--- src/rtl/led_status_ctrl.sv ---
// led_status_ctrl: per-channel LED driver with runtime-selectable modes.
//
// Each of NUM_LEDS channels runs one of six modes: OFF, ON, COUNT (heartbeat
// from the top bits of a free-running counter), BLINK (tick-timed square wave),
// PWM (duty from the channel argument) or ACTIVITY (event pulse stretched over
// STRETCH ticks). Every channel resets to COUNT, which gives the same display
// as the old "led = counter top bits" logic.
//
// Ports:
//   clk        system clock
//   resetn     asynchronous active-low reset
//   cfg_valid  configuration request
//   cfg_ready  configuration accept; low for one cycle after each transfer
//   cfg_idx    target channel; out-of-range indices are accepted and dropped
//   cfg_mode   0 OFF, 1 ON, 2 COUNT, 3 BLINK, 4 PWM, 5 ACTIVITY, 6/7 act as OFF
//   cfg_arg    BLINK half-period minus 1 (ticks) or PWM duty in [PWM_W-1:0]
//   evt        per-channel single-cycle activity pulses (already on clk)
//   tick       one-cycle strobe every PRESCALE clocks
//   led        registered LED drive, active-high
//
// PWM_W must not exceed 8, because the duty is taken from the 8-bit argument.
module led_status_ctrl #(
  parameter int unsigned NUM_LEDS = 8,
  parameter int unsigned CNT_W    = 32,
  parameter int unsigned PRESCALE = 1000,
  parameter int unsigned PWM_W    = 4,
  parameter int unsigned STRETCH  = 8,
  localparam int unsigned IdxW    = (NUM_LEDS > 1) ? $clog2(NUM_LEDS) : 1
) (
  input  logic                clk,
  input  logic                resetn,
  input  logic                cfg_valid,
  output logic                cfg_ready,
  input  logic [IdxW-1:0]     cfg_idx,
  input  logic [2:0]          cfg_mode,
  input  logic [7:0]          cfg_arg,
  input  logic [NUM_LEDS-1:0] evt,
  output logic                tick,
  output logic [NUM_LEDS-1:0] led
);

  localparam int unsigned PreW = $clog2(PRESCALE);
  localparam int unsigned StrW = $clog2(STRETCH + 1);

  localparam logic [PreW-1:0] PreMax  = PreW'(PRESCALE - 1);
  localparam logic [StrW-1:0] StrLoad = StrW'(STRETCH);

  typedef enum logic [2:0] {
    ModeOff      = 3'd0,
    ModeOn       = 3'd1,
    ModeCount    = 3'd2,
    ModeBlink    = 3'd3,
    ModePwm      = 3'd4,
    ModeActivity = 3'd5,
    ModeRsvd6    = 3'd6,
    ModeRsvd7    = 3'd7
  } mode_e;

  // Shared timebase
  logic [CNT_W-1:0] cnt_q, cnt_d;
  logic [PreW-1:0]  prescaler_q, prescaler_d;
  logic [PWM_W-1:0] pwm_cnt_q, pwm_cnt_d;
  logic             tick_q, tick_d;

  // Config handshake
  logic cfg_ready_q, cfg_ready_d;
  logic cfg_fire;

  // Per-channel state
  mode_e               mode_q      [NUM_LEDS];
  mode_e               mode_d      [NUM_LEDS];
  logic [7:0]          arg_q       [NUM_LEDS];
  logic [7:0]          arg_d       [NUM_LEDS];
  logic [7:0]          blink_cnt_q [NUM_LEDS];
  logic [7:0]          blink_cnt_d [NUM_LEDS];
  logic [StrW-1:0]     stretch_q   [NUM_LEDS];
  logic [StrW-1:0]     stretch_d   [NUM_LEDS];
  logic [NUM_LEDS-1:0] phase_q, phase_d;
  logic [NUM_LEDS-1:0] led_q, led_d;
  logic [NUM_LEDS-1:0] wr_en;

  // Timebase next state
  always_comb begin
    cnt_d     = cnt_q + CNT_W'(1);
    pwm_cnt_d = pwm_cnt_q + PWM_W'(1);
    // tick is registered, so it lands the cycle after the prescaler hits its top
    tick_d    = (prescaler_q == PreMax);
    if (prescaler_q == PreMax) begin
      prescaler_d = '0;
    end else begin
      prescaler_d = prescaler_q + PreW'(1);
    end
  end

  // Handshake: ready drops for exactly one cycle after each accepted transfer
  always_comb begin
    cfg_fire    = cfg_valid & cfg_ready_q;
    cfg_ready_d = ~cfg_fire;
  end

  // Per-channel next state and LED value
  always_comb begin
    wr_en   = '0;
    phase_d = phase_q;
    led_d   = '0;
    for (int unsigned i = 0; i < NUM_LEDS; i++) begin
      mode_d[i]      = mode_q[i];
      arg_d[i]       = arg_q[i];
      blink_cnt_d[i] = blink_cnt_q[i];
      stretch_d[i]   = stretch_q[i];

      // Indices >= NUM_LEDS match no channel, so the transfer is simply absorbed
      wr_en[i] = cfg_fire && (32'(cfg_idx) == i);

      if (wr_en[i]) begin
        mode_d[i]      = mode_e'(cfg_mode);
        arg_d[i]       = cfg_arg;
        blink_cnt_d[i] = '0;
        phase_d[i]     = 1'b0;
        stretch_d[i]   = '0;
      end else begin
        if (mode_q[i] == ModeBlink && tick_q) begin
          if (blink_cnt_q[i] == arg_q[i]) begin
            blink_cnt_d[i] = '0;
            phase_d[i]     = ~phase_q[i];
          end else begin
            blink_cnt_d[i] = blink_cnt_q[i] + 8'd1;
          end
        end
        if (mode_q[i] == ModeActivity) begin
          // An event outranks a same-cycle tick so a retrigger always gets the full period
          if (evt[i]) begin
            stretch_d[i] = StrLoad;
          end else if (tick_q && (stretch_q[i] != '0)) begin
            stretch_d[i] = stretch_q[i] - StrW'(1);
          end
        end
      end

      case (mode_q[i])
        ModeOff:      led_d[i] = 1'b0;
        ModeOn:       led_d[i] = 1'b1;
        ModeCount:    led_d[i] = cnt_q[CNT_W - NUM_LEDS + i];
        ModeBlink:    led_d[i] = phase_q[i];
        ModePwm:      led_d[i] = (pwm_cnt_q < arg_q[i][PWM_W-1:0]);
        ModeActivity: led_d[i] = (stretch_q[i] != '0);
        default:      led_d[i] = 1'b0;
      endcase
    end
  end

  always_ff @(posedge clk or negedge resetn) begin
    if (!resetn) begin
      cnt_q       <= '0;
      prescaler_q <= '0;
      pwm_cnt_q   <= '0;
      tick_q      <= 1'b0;
      cfg_ready_q <= 1'b0;
      phase_q     <= '0;
      led_q       <= '0;
      for (int i = 0; i < int'(NUM_LEDS); i++) begin
        mode_q[i]      <= ModeCount;
        arg_q[i]       <= '0;
        blink_cnt_q[i] <= '0;
        stretch_q[i]   <= '0;
      end
    end else begin
      cnt_q       <= cnt_d;
      prescaler_q <= prescaler_d;
      pwm_cnt_q   <= pwm_cnt_d;
      tick_q      <= tick_d;
      cfg_ready_q <= cfg_ready_d;
      phase_q     <= phase_d;
      led_q       <= led_d;
      for (int i = 0; i < int'(NUM_LEDS); i++) begin
        mode_q[i]      <= mode_d[i];
        arg_q[i]       <= arg_d[i];
        blink_cnt_q[i] <= blink_cnt_d[i];
        stretch_q[i]   <= stretch_d[i];
      end
    end
  end

  assign cfg_ready = cfg_ready_q;
  assign tick      = tick_q;
  assign led       = led_q;

endmodule

--- config.mk ---
export PLATFORM = sky130hd
export DESIGN_NAME = led_status_ctrl
export DESIGN_NICKNAME = d
export VERILOG_FILES = /design/src/rtl/led_status_ctrl.sv
export SDC_FILE = /design/constraint.sdc
export NUM_CORES = 1
export LEC_CHECK = 0
export ABC_CLOCK_PERIOD_IN_PS = 4000
export BUFFER_PORTS_ARGS = -buffer_cell sky130_fd_sc_hd__buf_2
export CORE_MARGIN = 3
export CORE_UTILIZATION = 60
export DETAILED_ROUTE_END_ITERATION = 8
export GPL_TIMING_DRIVEN = 0
export HOLD_SLACK_MARGIN = 0.12
export PLACE_DENSITY = 0.77
export SETUP_SLACK_MARGIN = 0.05
export SLEW_MARGIN = 30
export SYNTH_ARGS = -nofsm -noshare
export SYNTH_HDL_FRONTEND = slang
export SYNTH_SLANG_ARGS = --single-unit
--- constraint.sdc ---
create_clock -name clk -period 4 [get_ports clk]
set_input_delay 0.8 -clock clk [delete_from_list [all_inputs] [get_ports clk]]
set_output_delay 0.8 -clock clk [all_outputs]
set_load 0.02 [all_outputs]
# Word level (Yosys, flattened, before mapping)

Index checks and enable logic that the tools add are counted.

Add/subtract/negate cells: 19
Magnitude comparators: 8
Eq/ne operators: 56
Mux-type cells: 89
Bitwise gates (word level): 10
Reduce and logical (&&, ||, !) cells: 81

Operator list:

| operator                                                           | number |
|---|---|
| 8-bit 2-to-1 mux                                                   | 24 |
| 4-bit 2-to-1 mux                                                   | 32 |
| 8-bit by 1-bit adder with 8-bit output, second input constant      | 8 |
| 8-bit == test                                                      | 8 |
| 3-bit == test, second input constant                               | 20 |
| 3-bit by 2-bit == test with 1-bit output, second input constant    | 18 |
| 2-bit nonzero test                                                 | 24 |
| 1-bit case mux with 5 select lines                                 | 8 |
| 32-bit by 1-bit adder with 32-bit output, second input constant    | 1 |
| 4-bit < comparator                                                 | 8 |
| 2-bit AND reduction                                                | 16 |
| 4-bit nonzero test                                                 | 8 |
| 4-bit by 1-bit subtractor with 4-bit output, second input constant | 8 |
| 3-bit by 1-bit == test with 1-bit output, second input constant    | 9 |
| 1-bit logical AND                                                  | 24 |
| 1-bit 2-to-1 mux                                                   | 24 |
| 3-bit nonzero test                                                 | 8 |
| 10-bit by 1-bit adder with 10-bit output, second input constant    | 1 |
| 10-bit == test, second input constant                              | 1 |
| 10-bit 2-to-1 mux                                                  | 1 |
| 1-bit inverter                                                     | 9 |
| 4-bit by 1-bit adder with 4-bit output, second input constant      | 1 |
| 3-bit logical NOT                                                  | 1 |
| 1-bit AND                                                          | 1 |

Register bits after elaboration: 248
Input bits: 25
Output and inout port bits: 10
Logic and storage cells: 309

# Longest topological paths before layout

Depth after elaboration: 6
Gate-level depth with buffers: 7
Depth with buffers taken out: 7

# Least setup slack after synthesis

OpenSTA, ideal clock, no wires.

Path kind: input -> register
From: in cfg_idx[2]
To: reg arg_q[48] in the netlist's numbering
Setup time: 0.125 ns
Arrival: 1.819 ns
Data required time: 3.875 ns
Setup slack: 2.056 ns
Stages on the path: 4
Path buffers: 1
Cells stage by stage: nand3b_1 -> nor2_1 -> buf_2 -> mux2_2

Longest elaborated chain between the ends: 2

Ends and longest elaborated chain:

| element                                  | line | source |
|---|---|---|
| from (decl)                              | 34   | `input logic [IdxW-1:0] cfg_idx,` |
| 3-bit by 1-bit == test with 1-bit output | 113  | `wr_en[i] = cfg_fire && (32'(cfg_idx) == i);` |
| 1-bit logical AND                        | 113  |  |
| to (signal, indexed assignment)          | 177  | `arg_q[i] <= arg_d[i];` |
| to (decl)                                | 72   | `logic [7:0] arg_q [NUM_LEDS];` |

No other way between the ends.
A chain may end at the register's enable or synchronous reset.

# Worst setup path in the final report

From: in cfg_idx[2]
To: reg arg_q[45] in the netlist's numbering

Longest elaborated chain between the ends: 2

Ends and longest elaborated chain:

| element                                  | line |
|---|---|
| 3-bit by 2-bit == test with 1-bit output | 113 |
| 1-bit logical AND                        | 113 |

No other way between the ends.

==> key figures <==
Floorplan
  • Top Ports: 35
  • Die Y: 152.5 µm
  • Num rows: 52
  • CORE AREA: 0.02069 mm²
  • Initial core utilization: 62.24%
  • Die area: 0.02326 mm²
  • Die Width: 152.5 µm

Routing
  • Via count: 10.09k
  • Post-Route WL: 30680 µm
  • Remaining DRCs: 0
  • First-pass DRT Iterations: 6
  • Wirelength per Cell: 17.83 µm
  • DR vias/cell: 5.861
  • DR iter-0 viols: 695
  • Final antenna-violating net count: 0

Clock tree
  • Clock root cell: clkbuf_16
  • CTS tree: yes
  • Post-cts sizing count: 0
  • Clock-pin slew on the worst setup and hold paths: 0.06 ns
  • CTS Buf Count: 27
  • CTS Sinks: 248
  • CTS H-tree lvls: 1
  • Worst-skew pair later-pin latency: 0.53 ns
  • Clock buffer depth: 3

Worst setup path
  • Delay-heaviest family, CP: simple AND/OR/NAND/NOR gates
  • Worst R2R Path Depth: 5
  • CP peak stage delay: 0.57 ns
  • R2r endpoint: arg_q[45]$_DFFE_PN0N_
  • Crit-path cells: buf_2 -> nand3b_1 -> nor2_2 -> clkbuf_1 -> nand2_1 -> nand2_1
  • Bufs and invs on worst path: 2
  • Slowest CP cell: nand3b_1
  • Crit path kind: input port to flop
  • Crit path launch type: input port
  • Crit-path max FO: 10
  • Worst R2R Start: cfg_ready$_DFF_PN0_
  • CP Capture Type: flop
  • Most frequent CP cell: nand2_1
  • Flop2flop setup slack: 1.84 ns
  • Worst Path Arrival: 2.65 ns
  • Crit path required time: 4.47 ns

Hold path
  • Hold crit path type: flop to flop
  • Hold EP: prescaler_q[0]$_DFF_PN0_
  • Min-Delay Path Depth: 1
  • HP Start: prescaler_q[0]$_DFF_PN0_

Synthesis
  • Sequential-to-total area share from yosys stat: 48.27%
  • Syn_area_per_cell: 9.372 µm²
  • Post-synth top cells: 287 x nand2_1, 240 x dfrtp_1, 107 x nor2_1
  • Top-area cell type share of the netlist area: 46.64%
  • Synth Cell Area: 0.01288 mm²
  • Synth cell types: 67
  • EDFF count, synth: 0
  • Ys flop type: dfrtp_1
  • Count leader, synth: nand2_1
  • Async SR Flop Fraction: 100.0%
  • Largest area contributor in the netlist: dfrtp_1
  • Mapped Nets: 1442
  • Top post-synthesis cells by area: dfrtp_1 47%, nand2_1 8.4%, xor2_1 7.2%, ha_1 4.2%, xnor2_1 3.5%
  • Syn Inst Count: 1374
  • Ys Warns: 0
  • Yosys reg bits: 248

Pwr
  • Switching portion of total power: 27.99%
  • Int Power: 4764 µW
  • Sw Pwr: 1852 µW
  • Clk pwr share: 38.3%
  • Pwr per Cell Area: 461.1 mW/mm²
  • Total power: 6616 µW
  • Sequential Power Share: 47.0%
  • Leak pwr: 0.007035 µW
  • VDD IR max: 353.6 µV
  • Combinational share of power: 14.7%

Timing
  • Final setup skew: 0.01589 ns
  • Setup violations, final: 0
  • RSZ-0062 raised after global routing: no
  • Period utilization: 54.40%
  • Setup ws final: 1.824 ns
  • Rel. slew slack: 34.64%
  • Slew of the pin with the lowest slew margin: 0.9805 ns
  • Fin crit period: 2.176 ns
  • Hold Violations, Final: 0
  • Slew Limit Fails: 0
  • Fmax: 459.6 MHz

Placed design
  • Post-DP HPWL: 20490 µm
  • Pre-CTS setup slack: 1.340 ns
  • PortBufs: 23
  • Routability cong.: 0.8506

GRT
  • Total GRT Usage: 26.42%
  • Vias in the first global route: 9995
  • Pin count of the biggest net entering global routing: 77
  • GR Overflow Total: 0
  • Antenna violations before repair: 1
  • First-pass GRT wire length: 51280 µm

Job
  • Max_cap viols: 0

Outcome
  • Outcome: finished, final reports clean

Cells and area
  • Nets@finish: 1498
  • Layout area overhead: 11.42%
  • Ratio of cells with drive above 1 in the final layout: 9.931%
-- power groups by stage --
stage          Clock [µW]  Combinational [µW]  Sequential [µW]
6_report             2530                 974             3110
3_5_place_dp            0                 964             3150
5_1_grt              2660                1100             3150
3_3_place_gp            0                 914             3130
2_1_floorplan           0                 649             3120
4_1_cts              2570                 977             3100
-- final cells by class --
type,instances,area [µm²]
antenna,1,2.502
inverter,60,225.2
clock buffer,40,814.5
buffer,43,207.7
tap,270,337.8
sequential,248,6216
timing repair buffer,27,217.7
fill,1589,6342
clock inverter,9,97.59
multi-input combinational,1023,6228
-- flip-flops by register name, summed over array words and instances (netlist names) --
register / cells
cfg_ready: 1
tick: 1
mode_q: 24
cnt_q: 32
led: 8
pwm_cnt_q: 4
prescaler_q: 10
stretch_q: 32
arg_q: 64
blink_cnt_q: 64
phase_q: 8
-- timing repair --
item                                   in CTS  in global routing
buffers inserted                            0                  0
hold buffers                                1                  0
endpoints found under the hold margin       9                  0
-- worst max path at each step --
stage                                to  cells after the start           startpoint
6_report          arg_q[45]$_DFFE_PN0N_                      6           cfg_idx[2]
5_1_grt          mode_q[21]$_DFFE_PN0N_                      6  cfg_ready$_DFF_PN0_
4_1_cts                            tick                      1       tick$_DFF_PN0_
3_5_place_dp      arg_q[63]$_DFFE_PN0N_                      7           cfg_idx[2]
3_3_place_gp   prescaler_q[2]$_DFF_PN0_                      1               resetn
2_1_floorplan     arg_q[48]$_DFFE_PN0N_                      4           cfg_idx[2]
-- metal layers --
layer	track usage [%]	up-vias	share of wire, %
met5	0	-	0
met1	36.43	4935	44
met3	4.090	62	6.1
met4	7.764	0	3.1
li1	-	4799	-
met2	43.82	291	47
-- kinds of logic (layout without fill, tap and decap cells) --
| kind of cell | count (synthesis) | after routing | share of synthesized area (%) |
|---|---|---|---|
| AND/OR/NAND/NOR | 633 | 633 | 24.15 |
| adder cells (fa/ha/maj) | 43 | 43 | 4.178 |
| other | 0 | 1 | 0 |
| XOR/XNOR | 158 | 158 | 10.75 |
| AO/OA/AOI/OAI | 178 | 178 | 8.356 |
| buffers and inverters | 103 | 179 | 3.362 |
| multiplexers | 11 | 11 | 0.9425 |
| flip-flops | 248 | 248 | 48.27 |
-- through the flow --
stage	instances	instance area [µm²]	util, %	hold slack [ns]	TNS, ns
2_1_floorplan	1374	12880	-	0.4329	0
3_3_place_gp	1667	13330	64.43	0.4438	-541.40
3_5_place_dp	1670	13420	64.88	0.4547	0
4_1_cts	1720	14350	69.33	0.4635	0
5_1_grt	1721	14350	69.35	0.4757	0
6_report	1721	14350	69.35	0.4592	0
-- cells in the final DEF (no fill, tap or decap), types with 27 or more instances in the layout --
| cell type | n |
|---|---|
| xor2_1 | 106 |
| clkbuf_16 | 27 |
| nand2_1 | 287 |
| buf_2 | 40 |
| nor2_1 | 107 |
| nand3_1 | 44 |
| o21ai_0 | 62 |
| inv_1 | 60 |
| nand4_1 | 37 |
| dfrtp_1 | 240 |
| xnor2_1 | 52 |
| a21oi_1 | 53 |
| ha_1 | 43 |
(Power assumes the default switching activity.)
